`src/rtl/mac_wb_queue_pkg.sv`:
```
// Shared types for the MAC write-back queue: datapath width and the queued entry layout.
package mac_wb_queue_pkg;
  localparam int XLEN = 32;

  typedef struct packed {
    logic [XLEN-1:0] data;
    logic [4:0]      rd_addr;
    logic [XLEN-1:0] instr_tag;
    logic [31:0]     instr;
  } mac_wb_entry_t;
endpackage

```
`src/rtl/mac_wb_fifo.sv`:
```
// Generic in-order circular FIFO of mac_wb_entry_t with an explicit occupancy count
// and per-slot valid bits exported for destination tracking.
module mac_wb_fifo
  import mac_wb_queue_pkg::*;
#(
  parameter  int DEPTH = 4,
  localparam int PTR_W = $clog2(DEPTH),
  localparam int CNT_W = $clog2(DEPTH+1)
) (
  input  logic                      clk,
  input  logic                      rst,
  input  logic                      push_i,
  input  logic                      pop_i,
  input  mac_wb_entry_t             wdata_i,
  output mac_wb_entry_t             head_o,
  output logic [DEPTH-1:0]          vld_o,
  output logic [DEPTH-1:0][4:0]     rd_o,
  output logic [CNT_W-1:0]          count_o,
  output logic                      full_o,
  output logic                      empty_o
);
  mac_wb_entry_t    mem_q [DEPTH];
  logic [PTR_W-1:0] wr_ptr_q, wr_ptr_d, rd_ptr_q, rd_ptr_d;
  logic [CNT_W-1:0] cnt_q, cnt_d;
  logic [DEPTH-1:0] vld_q, vld_d;
  logic             do_push;

  assign full_o  = (cnt_q == CNT_W'(DEPTH));
  assign empty_o = (cnt_q == '0);
  // A full queue still accepts a push when the head leaves in the same cycle.
  assign do_push = push_i & (~full_o | pop_i);

  always_comb begin
    wr_ptr_d = wr_ptr_q;
    rd_ptr_d = rd_ptr_q;
    vld_d    = vld_q;
    if (pop_i) begin
      vld_d[rd_ptr_q] = 1'b0;
      rd_ptr_d        = rd_ptr_q + 1'b1;
    end
    if (do_push) begin
      vld_d[wr_ptr_q] = 1'b1;
      wr_ptr_d        = wr_ptr_q + 1'b1;
    end
    cnt_d = cnt_q + CNT_W'(do_push) - CNT_W'(pop_i);
  end

  always_ff @(posedge clk or posedge rst) begin
    if (rst) begin
      wr_ptr_q <= '0;
      rd_ptr_q <= '0;
      cnt_q    <= '0;
      vld_q    <= '0;
    end else begin
      wr_ptr_q <= wr_ptr_d;
      rd_ptr_q <= rd_ptr_d;
      cnt_q    <= cnt_d;
      vld_q    <= vld_d;
    end
  end

  always_ff @(posedge clk) begin
    if (do_push) mem_q[wr_ptr_q] <= wdata_i;
  end

  for (genvar i = 0; i < DEPTH; i++) begin : g_rd
    assign rd_o[i] = mem_q[i].rd_addr;
  end

  assign head_o  = empty_o ? '0 : mem_q[rd_ptr_q];
  assign vld_o   = vld_q;
  assign count_o = cnt_q;
endmodule

```
`src/rtl/mac_wb_queue.sv`:
```
// MAC write-back queue: buffers MAC results for the shared RF write port, filters x0,
// flags dropped pushes and exports pending destinations. Option: MAC_WB_QUEUE_BYPASS_EN.
module mac_wb_queue
  import mac_wb_queue_pkg::*;
#(
  parameter  int DEPTH    = 4,
  parameter  int AFULL_TH = DEPTH-1,
  localparam int CNT_W    = $clog2(DEPTH+1)
) (
  input  logic             clk,
  input  logic             rst,
  input  logic             freeze,
  input  logic             in_valid,
  input  logic [XLEN-1:0]  in_data,
  input  logic [4:0]       in_rd_addr,
  input  logic [XLEN-1:0]  in_instr_tag,
  input  logic [31:0]      in_instr,
  output logic             wb_valid,
  input  logic             wb_ready,
  output logic [XLEN-1:0]  wb_data,
  output logic [4:0]       wb_rd_addr,
  output logic [XLEN-1:0]  wb_instr_tag,
  output logic [31:0]      wb_instr,
  output logic [CNT_W-1:0] count,
  output logic             full,
  output logic             almost_full,
  output logic [31:0]      pending_rd,
  output logic             overflow_err
);
  mac_wb_entry_t        in_ent, head, wb_ent;
  logic [DEPTH-1:0]     slot_vld;
  logic [DEPTH-1:0][4:0] slot_rd;
  logic                 push_ok, fifo_push, fifo_pop, fifo_empty, bypass;
  logic                 overflow_q, overflow_d;

  assign in_ent  = '{data: in_data, rd_addr: in_rd_addr, instr_tag: in_instr_tag, instr: in_instr};
  assign push_ok = in_valid & ~freeze & (in_rd_addr != 5'd0);

`ifdef MAC_WB_QUEUE_BYPASS_EN
  // Empty queue with a ready port: hand the result straight through, never stored.
  assign bypass = fifo_empty & push_ok & wb_ready;
`else
  assign bypass = 1'b0;
`endif

  assign fifo_push = push_ok & ~bypass;
  assign fifo_pop  = ~fifo_empty & wb_ready;

  mac_wb_fifo #(.DEPTH(DEPTH)) u_fifo (
    .clk     (clk),
    .rst     (rst),
    .push_i  (fifo_push),
    .pop_i   (fifo_pop),
    .wdata_i (in_ent),
    .head_o  (head),
    .vld_o   (slot_vld),
    .rd_o    (slot_rd),
    .count_o (count),
    .full_o  (full),
    .empty_o (fifo_empty)
  );

  assign wb_ent       = bypass ? in_ent : head;
  assign wb_valid     = ~fifo_empty | bypass;
  assign wb_data      = wb_ent.data;
  assign wb_rd_addr   = wb_ent.rd_addr;
  assign wb_instr_tag = wb_ent.instr_tag;
  assign wb_instr     = wb_ent.instr;
  assign almost_full  = (count >= CNT_W'(AFULL_TH));

  always_comb begin
    pending_rd = '0;
    for (int i = 0; i < DEPTH; i++)
      if (slot_vld[i]) pending_rd[slot_rd[i]] = 1'b1;
  end

  // A full queue only drops when the head is not leaving in the same cycle.
  assign overflow_d = overflow_q | (push_ok & full & ~fifo_pop);

  always_ff @(posedge clk or posedge rst) begin
    if (rst) overflow_q <= 1'b0;
    else     overflow_q <= overflow_d;
  end

  assign overflow_err = overflow_q;
endmodule

```
`config.mk`:
```
export PLATFORM = sky130hd
export DESIGN_NAME = mac_wb_queue
export DESIGN_NICKNAME = d
export VERILOG_FILES = /design/src/rtl/mac_wb_queue_pkg.sv /design/src/rtl/mac_wb_fifo.sv /design/src/rtl/mac_wb_queue.sv
export SDC_FILE = /design/constraint.sdc
export NUM_CORES = 1
export LEC_CHECK = 0
export ABC_AREA = 1
export BUFFER_PORTS_ARGS = -buffer_cell sky130_fd_sc_hd__buf_2
export CORE_ASPECT_RATIO = 1.75
export CORE_MARGIN = 2
export CORE_UTILIZATION = 52
export DETAILED_ROUTE_END_ITERATION = 6
export PLACE_DENSITY = 0.73
export SKIP_CTS_REPAIR_TIMING = 1
export SYNTH_ARGS = -nofsm -noshare
export SYNTH_HDL_FRONTEND = slang
export SYNTH_SLANG_ARGS = --single-unit
```
`constraint.sdc`:
```
create_clock -name clk -period 3.3 [get_ports clk]
set_input_delay 0.495 -clock clk [delete_from_list [all_inputs] [get_ports clk]]
set_output_delay 0.495 -clock clk [all_outputs]
set_load 0.02 [all_outputs]
```
==> results of run 1 <==
==> cell type report <==
| class | instances | area, um^2 | area share (%) |
|---|---|---|---|
| sequential | 416 | 12400 | 61.0 |
| multi-input combinational | 965 | 4310 | 21.1 |
| timing repair buffer | 280 | 1690 | 8.28 |
| clock buffer | 46 | 981 | 4.81 |
| tap | 405 | 507 | 2.48 |
| clock inverter | 20 | 239 | 1.17 |
| inverter | 54 | 224 | 1.10 |
| antenna | 4 | 10.0 | 0.0491 |
==> worst max-delay path: cells and delay by family, from the launching register on <==
family	cells	cell delay (ns)
AO/OA/AOI/OAI	1	0.32
buffers and inverters	3	1.08
flip-flops	1	0.43
AND/OR/NAND/NOR	2	0.22
==> cell usage after synthesis, drive strengths merged, types with 3 or more instances <==
library cell	instances
dfrtp	12
nor2	465
clkbuf	20
nand2	69
inv	54
nand3	32
nor3	9
ha	11
buf	58
edfxtp	404
or2	3
nand4	9
o211ai	10
o21ai	198
a21oi	155
==> flip-flops by register name, summed over array words and instances, names as in the netlist <==
| name | cells |
|---|---|
| u_fifo.mem_q | 404 |
| u_fifo.vld_o | 4 |
| u_fifo.count_o | 3 |
| u_fifo.rd_ptr_q | 2 |
| u_fifo.wr_ptr_q | 2 |
| overflow_err | 1 |
==> worst max path at each step <==
| stage | from | to | slack [ns] | cells after the start |
|---|---|---|---|---|
| 2_1_floorplan | u_fifo.count_o[1]$_DFF_PP0_ | u_fifo.mem_q[0][0]$_DFFE_PP_ | 0.33 | 4 |
| 3_3_place_gp | in_rd_addr[3] | u_fifo.mem_q[0][39]$_DFFE_PP_ | 0.61 | 6 |
| 3_5_place_dp | in_rd_addr[3] | u_fifo.mem_q[0][42]$_DFFE_PP_ | 0.63 | 6 |
| 4_1_cts | u_fifo.count_o[1]$_DFF_PP0_ | wb_data[14] | 0.23 | 6 |
| 5_1_grt | u_fifo.count_o[1]$_DFF_PP0_ | wb_instr_tag[26] | 0.11 | 7 |
| 6_report | u_fifo.count_o[1]$_DFF_PP0_ | wb_data[14] | 0.21 | 6 |
==> routing by layer <==
layer  vias up  GRT usage [%]
met1      6000           28.9
met3       108           4.33
met4         8           11.1
met2       484           46.2
li1       5787              -
met5         -              0
==> cell families after synthesis <==
family          after synthesis  synth area share (%)
buf+inv                     132                  4.17
xor+xnor                      2                 0.100
compound gates              364                  10.6
fa+ha+maj                    12                 0.902
flops                       416                  71.2
simple gates                587                  13.1
==> power by group <==
group	leakage [nW]	switching (mW)	internal, mW	total, mW
clock network	0.589	1.84	2.51	4.35
registers	3.81	0.197	6.35	6.55
logic	3.22	5.26	2.24	7.50
total	7.62	7.30	11.1	18.4
==> per-stage QoR <==
stage          hold WS, ns  area, um^2
6_report           -0.0229       20400
5_1_grt             0.0239       20400
4_1_cts            -0.0118       20400
3_5_place_dp         0.470       19200
3_3_place_gp         0.463       19200
2_1_floorplan        0.360       17500
==> impl_metrics.tcl, run 1 <==
set metrics [dict create \
    outcome "finished, violations left" \
    violations "hold timing" \
    cts_max_path_buffers 3 \
    synth_area_leaders "edfxtp_1 69%, nor2_1 10%, o21ai_0 4.5%" \
    power_density_nw_per_um2 902 \
    io_pins 246 \
    final_antenna_net_count 0 \
    area_growth_pct 16.8 \
    finalWirelength_um 45100 \
    syn_area_um2 17500 \
    worst_pin_slew_ns 0.998 \
    drive_gt1_share_pct 19.4 \
    cp_slowest_cell "clkinv_2" \
    worst_hold_slack_ns -0.0229 \
    wl_met2_um 24300 \
    rr_worst_depth 5 \
    cp-start-kind "flip-flop" \
    route.detailed.drc 0 \
    maxSlewHeadroom_pct 32.9 \
    timing.rr.start "u_fifo.count_o[1]$_DFF_PP0_" \
    arrival_ns 2.59 \
    wl_met1_um 16400 \
    cts_htree_levels 2 \
    synth_cell_type_count 26 \
    yosys_warnings 0 \
    die_x_um 143 \
    numPortBuffers 245 \
    design.core.area_um2 33000 \
    drtIter0Drc 1033 \
    post-route-period-util_pct 93.6 \
    die-height_um 246 \
    hold_viol 12 \
    instances_no_fill 2190 \
    synthArstFlopShare_pct 2.88 \
    dp.final_hpwl_um 29000 \
    critical_path.max_stage_delay_ns 0.46 \
    clk_pin_slew_worst_paths_ns 0.07 \
    vias 12400 \
    tns_ns 0 \
    placed_cells 2120 \
    synth_top_cell_by_area "edfxtp_1" \
    setup_violations 0 \
    clock-skew-final_ns 0.0221 \
    synth_top_area_share_pct 69.4 \
    fp-row-count 88 \
    worst_slack_ns 0.212 \
    viasPerCell 5.66 \
    gp_congestion 0.949 \
    crit_path_end_kind "primary output" \
    grt_max_degree 104 \
    cp_cell_sequence "nor2_1, nand2_1, clkinv_2, buf_12, a21oi_1, buf_2" \
    grt_setup_unrepaired "false" \
    syn_nets 1631 \
    layout_common_cells "465 x nor2_1, 404 x edfxtp_1, 245 x buf_2" \
    p_leak_nw 7.62 \
    grt-ovfl-total 0 \
    rrSetupSlack_ns 0.77 \
    grtUsageTotal_pct 25.3 \
    die_area_um2 35100 \
    synth_edf_count 404 \
    synth-seq-area-share_pct 71.2 \
    pre_cts_ws_ns 0.630 \
    syn_area_per_cell_um2 11.5 \
    synth_seq_cells 416 \
    cp_max_fo 34 \
    final_core_utilization_pct 61.8 \
    critical_path_class "reg -> out" \
    max-vdd-ir-drop_uv 669 \
    wl_per_cell_um 20.6 \
    grt_pass1_wl_um 67700 \
    syn_inst 1513 \
    initial_core_util_pct 52.9 \
    dr.pass1.iters 7 \
    fin_crit_ns 3.09 \
    clk_latency_ns 0.54 \
    highest_layer "met5" \
    drv_cap 0 \
    drv_slew 0 \
    layout_commonest_cell "nor2_1" \
    fillers 2563 \
    cts_made_buffers 36 \
    cts.sinks 416 \
    antenna_found_initial 8 \
    finalPower_mw 18.4 \
    dr_wl_met3_um 2760 \
    clock.fmax_ghz 0.324 \
    hold_path.class "in -> async" \
    cts_tree "yes" \
    grt_pass1_vias 12400 \
    cts_root_buffer "clkbuf_16" \
    final_nets 1871 \
    crit_required_ns 2.80 \
    r2r-end "u_fifo.mem_q[0][42]$_DFFE_PP_" \
    synthFlopType "edfxtp_1" \
]
No activity file was read; power rests on OpenSTA's default activity.
==> run 2: changes to the inputs <==
--- a/config.mk
+++ b/config.mk
@@ -10,6 +10,7 @@
 export CORE_ASPECT_RATIO = 1.75
 export CORE_MARGIN = 2
 export CORE_UTILIZATION = 52
+export CTS_BUF_LIST = sky130_fd_sc_hd__clkbuf_16
 export DETAILED_ROUTE_END_ITERATION = 6
 export PLACE_DENSITY = 0.73
 export SKIP_CTS_REPAIR_TIMING = 1
==> run 2 against run 1 <==
The flow still finishes with violations (hold timing). Count of clock-buffer cells in the layout decreased by 8. Clock power about the same. Via count decreased by 0.13%. Combinational power about the same. Clock skew about the same. Setup slack improved by 0.0029 ns. Global-route usage about the same. Sequential share of layout area unchanged. Sequential power about the same. Critical path type unchanged.
==> impl_metrics.tcl, run 2 (synthesized netlist as in run 1, its figures left out) <==
set metrics [dict create \
    fillers 2563 \
    violations "hold timing" \
    p_clk_share_pct 23.6 \
    sequentialPowerShare_pct 35.6 \
    drtIter0Drc 1089 \
    layout_common_cells "465 x nor2_1, 404 x edfxtp_1, 245 x buf_2" \
    final_nets 1871 \
    max-vdd-ir-drop_uv 672 \
    route.detailed.drc 0 \
    cts_root_buffer "clkbuf_16" \
    crit_path_end_kind "primary output" \
    fin_crit_ns 3.08 \
    grt_setup_unrepaired "false" \
    p_leak_nw 7.65 \
    antenna_found_initial 8 \
    dp.final_hpwl_um 29000 \
    clock.fmax_ghz 0.324 \
    cp_max_fo 34 \
    finalPower_mw 18.4 \
    cp-start-kind "flip-flop" \
    cts_max_path_buffers 3 \
    seqCellArea_um2 12400 \
    clock-skew-final_ns 0.0217 \
    layout_commonest_cell "nor2_1" \
    largest_register_ffs 404 \
    die-height_um 246 \
    gp_congestion 0.949 \
    worst_pin_slew_ns 0.995 \
    drv_slew 0 \
    power_density_nw_per_um2 901 \
    internal-power_mw 11.1 \
    cts.sinks 416 \
    p_switching_mw 7.30 \
    setup_violations 0 \
    hold_path.class "in -> async" \
    tns_ns 0 \
    grtUsageTotal_pct 25.3 \
    pwr-share-comb_pct 40.8 \
    crit_required_ns 2.80 \
    multi_input_area_um2 4310 \
    initial_core_util_pct 52.9 \
    final_core_utilization_pct 61.8 \
    critical_path_class "reg -> out" \
    finalWirelength_um 45200 \
    cts_made_buffers 36 \
    final_antenna_net_count 0 \
    drive_gt1_share_pct 19.4 \
    drv_cap 0 \
    viasPerCell 5.65 \
    maxSlewHeadroom_pct 33.2 \
    die_x_um 143 \
    dr.pass1.iters 6 \
    postPlaceCellArea_um2 19200 \
    area_growth_pct 16.8 \
    io_pins 246 \
    clk_pin_slew_worst_paths_ns 0.07 \
    grt_pass1_wl_um 67700 \
    clk_latency_ns 0.54 \
    grt_pass1_vias 12400 \
    arrival_ns 2.59 \
    grt-ovfl-total 0 \
    cts_htree_levels 2 \
    switching_share_pct 39.7 \
    top_register "u_fifo.mem_q" \
    hold_viol 12 \
    worst_hold_slack_ns -0.0237 \
    design.core.area_um2 33000 \
    vias 12400 \
    fin_area_um2 20400 \
    post-route-period-util_pct 93.5 \
    fp-row-count 88 \
    outcome "finished, violations left" \
    wl_per_cell_um 20.6 \
    numPortBuffers 245 \
    cts_tree "yes" \
    die_area_um2 35100 \
    grt_max_degree 104 \
]
## run 2: cell count changes in the layout (fill, tap and decap cells not counted), sizes merged
cell    delta
clkbuf     -8
inv        +8
## run 2: path summary, 6_finish.rpt
path	from	end	slack [ns]	depth (start not counted)
worst max-delay path	u_fifo.count_o[1]$_DFF_PP0_	wb_data[14]	0.22	6
worst min-delay path	rst	u_fifo.count_o[1]$_DFF_PP0_	-0.02	2
worst max register to register	u_fifo.count_o[1]$_DFF_PP0_	u_fifo.mem_q[0][42]$_DFFE_PP_	0.76	5
worst min register to register	overflow_err$_DFF_PP0_	overflow_err$_DFF_PP0_	0.48	1
max in group asynchronous	rst	u_fifo.rd_ptr_q[0]$_DFFE_PP0N_	2.95	2
min in group clk	in_instr_tag[26]	u_fifo.mem_q[3][58]$_DFFE_PP_	0.18	1
## run 2: power by group through the flow
stage | Clock [mW] | Sequential, mW | Combinational, mW
global placement | 0 | 6.63 | 7.37
global route | 4.59 | 6.58 | 8.17
floorplan | 0 | 6.64 | 5.04
finish | 4.33 | 6.55 | 7.50
CTS | 4.37 | 6.54 | 7.54
detailed placement | 0 | 6.65 | 7.50
## run 2: worst max-delay path, stage by stage (launching register included)
cell and delay, ns:
dfrtp_1 0.43, nor2_1 0.09, nand2_1 0.13, clkinv_2 0.46
buf_12 0.38, a21oi_1 0.32, buf_2 0.24
## run 2: cell type report
type	count	area share (%)
inverter	54	1.10
tap	405	2.48
clock inverter	28	1.32
multi-input combinational	965	21.1
antenna	4	0.0491
timing repair buffer	280	8.28
sequential	416	61.0
clock buffer	38	4.66
## run 2: per-layer routing
metal  track usage (%)  wire length [um]  up-vias
li1                  -                 -     5788
met1              28.8             16400     5983
met2              46.2             24300      485
met3              4.33              2780      107
met4              11.1              1700        8
met5                 0                51        -
## run 2: stage by stage
stage	setup slack (ns)	cells
floorplan	0.328	1513
global placement	0.606	2120
detailed placement	0.630	2120
CTS	0.231	2186
global route	0.106	2189
finish	0.215	2190
